--- config.mk ---
export PLATFORM = sky130hd
export DESIGN_NAME = mux_stream_arb
export DESIGN_NICKNAME = d
export VERILOG_FILES = /design/src/rtl/mux_pkg.sv /design/src/rtl/rr_grant.sv /design/src/rtl/mux_stream_arb.sv
export SDC_FILE = /design/constraint.sdc
export NUM_CORES = 1
export LEC_CHECK = 0
export ABC_AREA = 1
export CAP_MARGIN = 5
export CORE_MARGIN = 3
export CORE_UTILIZATION = 40
export CTS_BUF_LIST = sky130_fd_sc_hd__clkbuf_4 sky130_fd_sc_hd__clkbuf_8 sky130_fd_sc_hd__clkbuf_16
export DETAILED_ROUTE_END_ITERATION = 6
export GPL_TIMING_DRIVEN = 0
export PLACE_DENSITY = 0.9
export RECOVER_POWER = 25
export SLEW_MARGIN = 20
export SYNTH_ARGS = -nofsm -noshare
export SYNTH_HDL_FRONTEND = slang
export SYNTH_SLANG_ARGS = --single-unit
--- constraint.sdc ---
create_clock -name clk -period 4.04 [get_ports clk]
set_clock_uncertainty 0.15 [all_clocks]
set_input_delay 0.606 -clock clk [delete_from_list [all_inputs] [get_ports clk]]
set_output_delay 0.606 -clock clk [all_outputs]
set_load 0.05 [all_outputs]
--- src/rtl/mux_pkg.sv ---
// Shared definitions for the stream multiplexer family: mode encodings,
// output-stage states and the channel-index width helper.
package mux_pkg;

    localparam bit MODE_FIXED = 1'b0;
    localparam bit MODE_RR    = 1'b1;

    typedef enum logic {
        ST_EMPTY = 1'b0,
        ST_FULL  = 1'b1
    } stage_e;

    function automatic int ch_idx_w(input int n);
        return (n > 1) ? $clog2(n) : 1;
    endfunction

endpackage

--- src/rtl/rr_grant.sv ---
// Round-robin grant search: picks the first requesting channel at or after
// ptr, wrapping modulo N_CH, using a doubled request vector.
module rr_grant
    import mux_pkg::*;
#(
    parameter int  N_CH = 4,
    localparam int CW   = ch_idx_w(N_CH)
) (
    input  logic [N_CH-1:0] req,
    input  logic [CW-1:0]   ptr,
    output logic [CW-1:0]   gnt_idx,
    output logic            gnt_valid
);

    logic [2*N_CH-1:0] req2;

    assign req2 = {req, req};

    // NOTE: every output gets a default before the search so no latch is inferred.
    always_comb begin
        gnt_idx   = '0;
        gnt_valid = 1'b0;
        // Walk downwards so the lowest position inside the window wins.
        for (int j = 2*N_CH-1; j >= 0; j--) begin
            if (req2[j] && (j >= int'(ptr)) && (j < int'(ptr) + N_CH)) begin
                gnt_valid = 1'b1;
                gnt_idx   = CW'(j % N_CH);
            end
        end
    end

endmodule

--- src/rtl/mux_stream_arb.sv ---
// N-channel registered stream multiplexer: round-robin or fixed-select grant
// feeding a single back-pressured output register tagged with its channel.
module mux_stream_arb
    import mux_pkg::ch_idx_w;
    import mux_pkg::stage_e;
    import mux_pkg::ST_EMPTY;
    import mux_pkg::ST_FULL;
#(
    parameter int  N_CH    = 4,
    parameter int  W       = 8,
    parameter bit  MODE_RR = 1'b1,
    localparam int CW      = ch_idx_w(N_CH)
) (
    input  logic              clk,
    input  logic              rst,
    input  logic [N_CH*W-1:0] in_data,
    input  logic [N_CH-1:0]   in_valid,
    output logic [N_CH-1:0]   in_ready,
    input  logic [CW-1:0]     sel,
    output logic [W-1:0]      out_data,
    output logic [CW-1:0]     out_ch,
    output logic              out_valid,
    input  logic              out_ready
);

    localparam bit RR_EN = (MODE_RR != mux_pkg::MODE_FIXED);

    stage_e        state;
    stage_e        state_next;
    logic [CW-1:0] ptr;
    logic [CW-1:0] rr_idx;
    logic [CW-1:0] gnt_idx;
    logic          rr_valid;
    logic          fix_valid;
    logic          gnt_valid;
    logic          load_ok;
    logic          take;
    logic [W-1:0]  gnt_data;

    rr_grant #(.N_CH(N_CH)) u_rr_grant (
        .req       (in_valid),
        .ptr       (ptr),
        .gnt_idx   (rr_idx),
        .gnt_valid (rr_valid)
    );

    // A sel value at or beyond N_CH matches no channel and therefore never grants.
    always_comb begin
        fix_valid = 1'b0;
        for (int i = 0; i < N_CH; i++) begin
            if ((sel == CW'(i)) && in_valid[i]) fix_valid = 1'b1;
        end
    end

    assign gnt_idx   = RR_EN ? rr_idx   : sel;
    assign gnt_valid = RR_EN ? rr_valid : fix_valid;
    assign load_ok   = (state == ST_EMPTY) || out_ready;
    assign take      = gnt_valid && load_ok;
    assign out_valid = (state == ST_FULL);

    always_comb begin
        in_ready = '0;
        gnt_data = '0;
        for (int i = 0; i < N_CH; i++) begin
            if (gnt_idx == CW'(i)) begin
                gnt_data    = in_data[i*W +: W];
                in_ready[i] = take;
            end
        end
    end

    // NOTE: sequential state uses non-blocking assignments so all registers update together.
    always_ff @(posedge clk or posedge rst) begin
        if (rst) state <= ST_EMPTY;
        else     state <= state_next;
    end

    // A load while FULL replaces the word in place, so the stage never bubbles.
    always_comb begin
        state_next = state;
        unique case (state)
            ST_EMPTY: if (take) state_next = ST_FULL;
            ST_FULL:  if (out_ready && !take) state_next = ST_EMPTY;
        endcase
    end

    always_ff @(posedge clk or posedge rst) begin
        if (rst) begin
            out_data <= '0;
            out_ch   <= '0;
            ptr      <= '0;
        end else if (take) begin
            out_data <= gnt_data;
            out_ch   <= gnt_idx;
            if (RR_EN) ptr <= (gnt_idx == CW'(N_CH-1)) ? '0 : gnt_idx + 1'b1;
        end
    end

endmodule

# Word level (Yosys, flattened, before mapping)
# Cells that the tools add are included.
# op_classes
n_bitwise	1
n_reduce_logical	16
n_eq_ne	3
n_lt_le_gt_ge	11
n_addsub	2
muxes	28
# op_table
operator	n
less-than comparator 4 x 32 -> 1 bit, first input constant	4
less-than comparator 3 x 32 -> 1 bit, first input constant	2
less-than comparator 1 x 32 -> 1 bit, first input constant	1
less-than comparator 2 x 32 -> 1 bit, first input constant	1
two-way mux 8 bit	4
two-way mux 2 bit	9
two-way mux 1 bit	14
logical AND 1 bit	13
adder 2 x 3 -> 4 bit, second input constant	1
equality test 2 bit, second input constant	2
greater-or-equal comparator 1 x 2 -> 1 bit, first input constant	2
adder 2 x 1 -> 2 bit, second input constant	1
equality test 2 x 1 -> 1 bit, second input constant	1
greater-or-equal comparator 2 bit, first input constant	1
zero test 2 bit	1
case mux 1 bit (2 select lines)	1
zero test 1 bit	1
logical OR 1 bit	1
NOT 1 bit	1
# word_totals
output_inout_bits	15
reg_bits	13
inputBits	41
elab_cells	65

# Depth between registers and ports, before layout
# Gate-level depths: netlist of run 1.
# depth
ltp_word	16
mapped_depth	16
depth_no_buf	15

# Hierarchy
# A second synthesis of run 1 with hierarchy kept.
# hier_totals
cells_unflattened	158
area_unflattened_um2	1024.7
# modules_own_cells
mod	area_each_um2	cells_each	instances	seq_area_each_um2
mux_stream_arb	938.4	139	1	325.3
rr_grant	86.3	19	1	0.0

# Worst setup path after synthesis of run 1
# No wires, ideal clock.
# synth_path
path_type	in2out
start	input in_valid[0]
end	output in_ready[3]
cell_stages	11
n_path_buf	1
t_required_ns	3.284
setup_slack_ns	1.073
t_arrival_ns	2.211
cell_sequence	inv_1 nand3_1 nand2_1 nand2_1 nand2_1 nand2_1 inv_1 ha_1 buf_2 clkinv_1 nor2_1
# synth_via
elab_chain_cells	8
elab_cells_between_ends	16
classes_between	eq/ne (1); mux (11); reduce/logical (4)
# synth_rtl
item	line_no	text
from (decl)	mux_stream_arb.sv:17	input logic [N_CH-1:0] in_valid,
logical AND 1 bit	rr_grant.sv:25	if (req2[j] && (j >= int'(ptr)) && (j < int'(ptr) + N_CH)) begin
two-way mux 2 bit (4 in a row)	rr_grant.sv:25	
two-way mux 2 bit (*)	rr_grant.sv:25	
net gnt_idx[0]	mux_stream_arb.sv:32	logic [CW-1:0] gnt_idx;
equality test 2 bit (*)	mux_stream_arb.sv:65	if (gnt_idx == CW'(i)) begin
two-way mux 1 bit (*)	mux_stream_arb.sv:65	
to (decl)	mux_stream_arb.sv:18	output logic [N_CH-1:0] in_ready,
# The timed path passes the listed nets; every way through them passes the cells marked *.

# Worst setup path after layout of run 1
# layout_path
start	input in_valid[0]
end	output in_ready[0]
# layout_via
elab_chain_cells	8
elab_cells_between_ends	16
classes_between	mux (11); reduce/logical (5)
# layout_rtl
item	line_no
logical AND 1 bit	rr_grant.sv:25
two-way mux 2 bit or two-way mux 1 bit (tied branches) (5 in a row)	rr_grant.sv:25
zero test 2 bit or logical AND 1 bit (tied branches)	mux_stream_arb.sv:65, mux_stream_arb.sv:58
two-way mux 1 bit (*)	mux_stream_arb.sv:65
# Mark *: on every way between the ends. The rest lies on a longest branch, timed or not.

==> results_dict.tcl, run 1 <==
set metrics [dict create \
    yosys-top-cells-area "dfrtp_1, nand2_1, nor2_1" \
    synth_cell_types 18 \
    finalNetCount 261 \
    yosysMostFrequentCell "nand2_1" \
    synth_top_area_cell "dfrtp_1" \
    place_hpwl_um 2180 \
    drive_gt1_frac 0.0558 \
    min_period_ns 3.80 \
    cp-end-kind "output pin" \
    syn_to_final_growth_pct 61.6 \
    cp.arrival_ns 3.05 \
    relSlewSlack 0.656 \
    num_rows 17 \
    synth_area_per_cell_um2 6.20 \
    grt_use_met1 0.224 \
    num_vias 1165 \
    max_freq_mhz 263 \
    p_int_uw 460 \
    async_flop_share 1.00 \
    syn_nets 203 \
    rsz0062_at_grt "no" \
    outcome "finished clean" \
    synthFlopType "dfrtp_1" \
    track_usage 0.185 \
    power.density_nw_per_um2 611 \
    grt_max_degree 14 \
    final-hold-violation-count 0 \
    initial_core_util 0.430 \
    p_sw_frac 0.524 \
    p_leak_nw 0.851 \
    drtPass1Iterations 5 \
    critical_path.max_stage_delay_ns 0.80 \
    yosysSeqAreaShare 0.332 \
    power.total_uw 967 \
    critPathBufInv 6 \
    synth_top_cell_area_share 0.332 \
    cp_slowest_cell "clkdlybuf4s50_1" \
    clock-sinks 13 \
    hold_buffers 0 \
    synth-seq-cells 13 \
    vdd_drop_max_mv 0.423 \
    p_seq_frac 0.226 \
    min_path_type "flip-flop to flip-flop" \
    port_buffers 53 \
    dieHeight_um 55.5 \
    period_share 0.942 \
    combPwrFrac 0.685 \
    worstMarginPinSlew_ns 0.514 \
    grt_antenna_before_repair 0 \
    diodes 0 \
    reg2reg_slack_ns 1.95 \
    pin_count 56 \
    ant_nets 0 \
    cap_violations 0 \
    synth.top_cells.by_count "nand2_1, nor2_1, dfrtp_1, nand3_1, inv_1" \
    synth_edf_count 0 \
    drt-initial-drc-count 33 \
    synthesis.area_um2 980 \
    htree_levels 1 \
    power_frac_clock 0.090 \
    core_area_um2 2280 \
    dieArea_um2 3080 \
    drc 0 \
    cp_cell_sequence "clkdlybuf4s50_1 -> inv_1 -> nor3_1 -> inv_1 -> nand2_1 -> ha_1 -> clkbuf_1 -> inv_1 -> nor2_1 -> clkdlybuf4s50_1" \
    finalSetupTns_ns 0 \
    cts_tree "done" \
    cts.clk_slew.worst_paths_ns 0.08 \
    cts_max_path_buffers 2 \
    p_sw_uw 507 \
    crit_family "buffers and inverters" \
    grt_first_pass_wirelength_um 4660 \
    crit_top_cell "inv_1" \
    worstPathMaxFanout 9 \
    cts_buffers 3 \
    path_class "primary input to output pin" \
    setup_viol 0 \
    met3_usage 0.0514 \
    synthCells 158 \
    synth_warnings 0 \
    cp.required_ns 3.28 \
    gp_congestion 0.845 \
    viasPerCell 4.79 \
    die_w_um 55.5 \
    root_buffer "clkbuf_4" \
    startpoint_type "primary input" \
    grt.busiest_layer "met2" \
    insertion_delay_ns 0.27 \
    drt-wirelength-per-cell_um 11.3 \
    grt_overflow_total 0 \
    drv_slew 0 \
    grtUsageMet2 0.328 \
    postRouteWirelength_um 2740 \
    grt_pass1_vias 1115 \
]
flip-flops by register name, summed over array words and instances (netlist names):
signal and flops:
out_valid 1, out_ch 2, out_data 8, ptr 2
area by class of cell:
class                   count  area [µm²]
multi-input cells         126         562
flip-flops and latches     13         325
well taps                  28        35.0
repair buffers             53         538
clock buffers               4        30.0
fillers                   210         693
inverters                  13        48.8
plain buffers               6        43.8
cells in the final DEF (no fill, tap or decap):
master            n
nor2_1           21
a31oi_1           1
nand2_1          73
ha_1              4
nor3_1            1
nand3_1          12
clkdlybuf4s50_1  49
buf_2             2
o21ai_0           2
nand3_2           1
clkinv_1          3
o21ai_4           1
dlymetal6s2s_1    3
clkbuf_1          1
inv_1            10
a21oi_1           9
buf_4             1
dlygate4sd3_1     1
dfrtp_1          13
buf_6             2
nor2_2            1
clkbuf_4          4
power by group through the flow:
| stage | registers (mW) | clock network, mW | logic [mW] |
|---|---|---|---|
| 2_1_floorplan | 0.372 | 0 | 0.298 |
| 3_3_place_gp | 0.217 | 0 | 0.655 |
| 3_5_place_dp | 0.220 | 0 | 0.666 |
| 4_1_cts | 0.217 | 0.0912 | 0.668 |
| 5_1_grt | 0.226 | 0.0961 | 0.725 |
| 6_report | 0.218 | 0.0868 | 0.662 |
worst reg2reg max path: cells and delay by family, from the launching register on:
| family | cells | cell delay (ns) |
|---|---|---|
| AND/OR/NAND/NOR | 8 | 0.81 |
| adder cells (fa/ha/maj) | 1 | 0.16 |
| flip-flops | 1 | 0.40 |
| AO/OA/AOI/OAI | 1 | 0.09 |
| buffers and inverters | 2 | 0.37 |
cells by family after synthesis:
| family | share of synthesized area |
|---|---|
| adder cells (fa/ha/maj) | 0.0511 |
| AO/OA/AOI/OAI | 0.0792 |
| flip-flops | 0.332 |
| AND/OR/NAND/NOR | 0.443 |
| buffers and inverters | 0.0945 |
metal layers:
metal | vias to the layer above | part of all wire
met5 | - | 0
met4 | 0 | 0.0069
met3 | 4 | 0.069
met2 | 45 | 0.51
met1 | 514 | 0.41
li1 | 602 | -
what timing repair did:
item,in CTS,in global routing
resized for setup,0,3
buffers inserted,0,0
setup endpoints to repair,0,3
stage by stage:
step | worst slack [ns] | hold WS [ns] | utilization | instance area (µm²) | std cells
2_1_floorplan | 1.07 | 0.321 | - | 980 | 158
3_3_place_gp | 0.166 | 0.314 | 0.679 | 1550 | 239
3_5_place_dp | 0.0969 | 0.323 | 0.679 | 1550 | 239
4_1_cts | 0.0950 | 0.344 | 0.692 | 1580 | 243
5_1_grt | 0.00871 | 0.362 | 0.695 | 1580 | 243
6_report | 0.235 | 0.341 | 0.695 | 1580 | 243
worst paths after layout:
kind / depth (start not counted) / start / to
max: 10 / in_valid[0] / in_ready[0]
min: 2 / out_data[0] / out_data[0]
max reg2reg: 12 / ptr[0] / out_data[4]
min reg2reg: 2 / out_data[0] / out_data[0]
max in group asynchronous: 2 / rst / out_data[4]
min in group asynchronous: 2 / rst / out_data[5]
Note: power is estimated with default switching activity, not from simulation.
==> run 2: changes to the inputs <==
--- a/constraint.sdc
+++ b/constraint.sdc
@@ -3,3 +3,3 @@
 set_input_delay 0.606 -clock clk [delete_from_list [all_inputs] [get_ports clk]]
 set_output_delay 0.606 -clock clk [all_outputs]
-set_load 0.05 [all_outputs]
+set_load 0.1 [all_outputs]
==> results_dict.tcl, run 2 (synthesized netlist as in run 1, its figures left out) <==
set metrics [dict create \
    hold-worst-slack_ns 0.341 \
    pin_count 56 \
    dieHeight_um 55.5 \
    dieArea_um2 3080 \
    finalSetupTns_ns 0 \
    grt_antenna_before_repair 0 \
    min_period_ns 3.60 \
    grt_first_pass_wirelength_um 4640 \
    cts_setup_buffers 0 \
    final-hold-violation-count 0 \
    core_area_um2 2280 \
    cp.arrival_ns 2.84 \
    cts.clk_slew.worst_paths_ns 0.08 \
    gp_congestion 0.845 \
    r2r_cells 12 \
    relSlewSlack 0.344 \
    cp_slowest_cell "clkdlybuf4s50_1" \
    cp_cell_sequence "clkdlybuf4s50_1 -> nand3_1 -> nand2_1 -> nand2_1 -> nand2_1 -> nand2_1 -> inv_1 -> ha_1 -> buf_2 -> clkinv_1 -> nor2_1 -> clkbuf_2" \
    drc 0 \
    outcome "finished clean" \
    max_freq_mhz 278 \
    cts_max_path_buffers 2 \
    initial_core_util 0.430 \
    clock-sinks 13 \
    power.density_nw_per_um2 753 \
    port_buffers 53 \
    reg2reg_slack_ns 1.95 \
    grt_overflow_total 0 \
    viasPerCell 4.74 \
    setup_viol 0 \
    drtPass1Iterations 5 \
    fin_ws_ns 0.442 \
    combPwrFrac 0.739 \
    track_usage 0.184 \
    place_ws_ns -0.234 \
    num_rows 17 \
    top_register "out_data" \
    place_hpwl_um 2180 \
    ant_nets 0 \
    critPathBufInv 5 \
    cap_violations 0 \
    largest_reg_flops 8 \
    crit_family "buffers and inverters" \
    cts_tree "done" \
    p_int_uw 450 \
    drive_gt1_frac 0.0744 \
    cts_resized 4 \
    grt_max_degree 14 \
    period_share 0.891 \
    min_path_type "flip-flop to flip-flop" \
    drt-initial-drc-count 32 \
    die_w_um 55.5 \
    instances_no_fill 243 \
    dp.cells 239 \
    worst_r2r_startpoint "ptr[0]" \
    cp.required_ns 3.28 \
    diodes 0 \
    p_seq_frac 0.186 \
    htree_levels 1 \
    hold_start "out_data[0]" \
    insertion_delay_ns 0.27 \
    worstPathMaxFanout 9 \
    postRouteWirelength_um 2730 \
    path_class "primary input to output pin" \
    p_leak_nw 0.806 \
    root_buffer "clkbuf_4" \
    rsz0062_at_grt "no" \
    min_path_cells 2 \
    min_to "out_data[0]" \
    mostFrequentLayoutCell "nand2_1" \
    cts_buffers 3 \
    place_area_um2 1550 \
    startpoint_type "primary input" \
    p_sw_uw 721 \
    finalNetCount 261 \
    drv_slew 0 \
    hold_buffers 0 \
    grt_pass1_vias 1111 \
    num_vias 1153 \
    power_frac_clock 0.074 \
    fin_area_um2 1560 \
    vdd_drop_max_mv 0.516 \
    syn_to_final_growth_pct 58.7 \
    reg_top3 "out_data (8), out_ch (2), ptr (2)" \
    critical_path.max_stage_delay_ns 0.54 \
    layout_common_cells "nand2_1, clkdlybuf4s50_1, nor2_1" \
    worstMarginPinSlew_ns 0.980 \
    cp-end-kind "output pin" \
    reg2reg_to "out_data[4]" \
    p_sw_frac 0.616 \
    drt-wirelength-per-cell_um 11.2 \
    crit_top_cell "nand2_1" \
]
## run 2: changes by cell type in the layout (fill, tap and decap cells not counted)
| cell | change |
|---|---|
| clkdlybuf4s50_1 | -1 |
| dlymetal6s2s_1 | -3 |
| clkbuf_2 | +4 |
## run 2: routing by layer
layer,wire [µm],track usage
met1,1130,0.222
met2,1390,0.328
met3,185,0.0514
met4,19,0.0313
met5,0,0
## run 2: per-stage QoR
step	power, mW	util
after global routing	1.25	0.683
after detailed placement	1.10	0.679
after floorplan	0.879	-
after CTS	1.18	0.690
final	1.17	0.683
after global placement	1.08	0.679
## run 2: worst reg2reg max path: stages, from the launching register on
cell	delay, ns
dfrtp_1	0.40
nor3_1	0.26
a21oi_1	0.09
nand2_1	0.12
ha_1	0.16
buf_4	0.15
clkinv_1	0.22
nand3_1	0.14
nand2_1	0.06
nand2_1	0.06
nand2_1	0.06
nand2_1	0.06
nand2_1	0.05
## run 2: worst max-delay path by stage
stage,start,to,slack [ns],cells past startpoint
finish,in_valid[1],in_ready[3],0.44,12
global route,in_valid[1],in_ready[3],0.21,12
CTS,in_valid[1],in_ready[3],0.05,12
detailed placement,in_valid[1],in_ready[3],-0.23,12
global placement,in_valid[1],in_ready[3],-0.17,12
floorplan,in_valid[0],in_ready[3],0.47,11
## run 2: layout make-up
type	count	area (µm²)
fillers	215	721
multi-input cells	126	562
repair buffers	53	510
flip-flops and latches	13	325
inverters	13	48.8
plain buffers	6	43.8
well taps	28	35.0
clock buffers	4	30.0
## run 2: power by group through the flow
stage / logic [mW] / registers [mW] / clock network [mW]
floorplan: 0.339 / 0.541 / 0
global placement: 0.868 / 0.217 / 0
detailed placement: 0.878 / 0.220 / 0
CTS: 0.873 / 0.217 / 0.0912
global route: 0.928 / 0.226 / 0.0961
finish: 0.865 / 0.218 / 0.0868
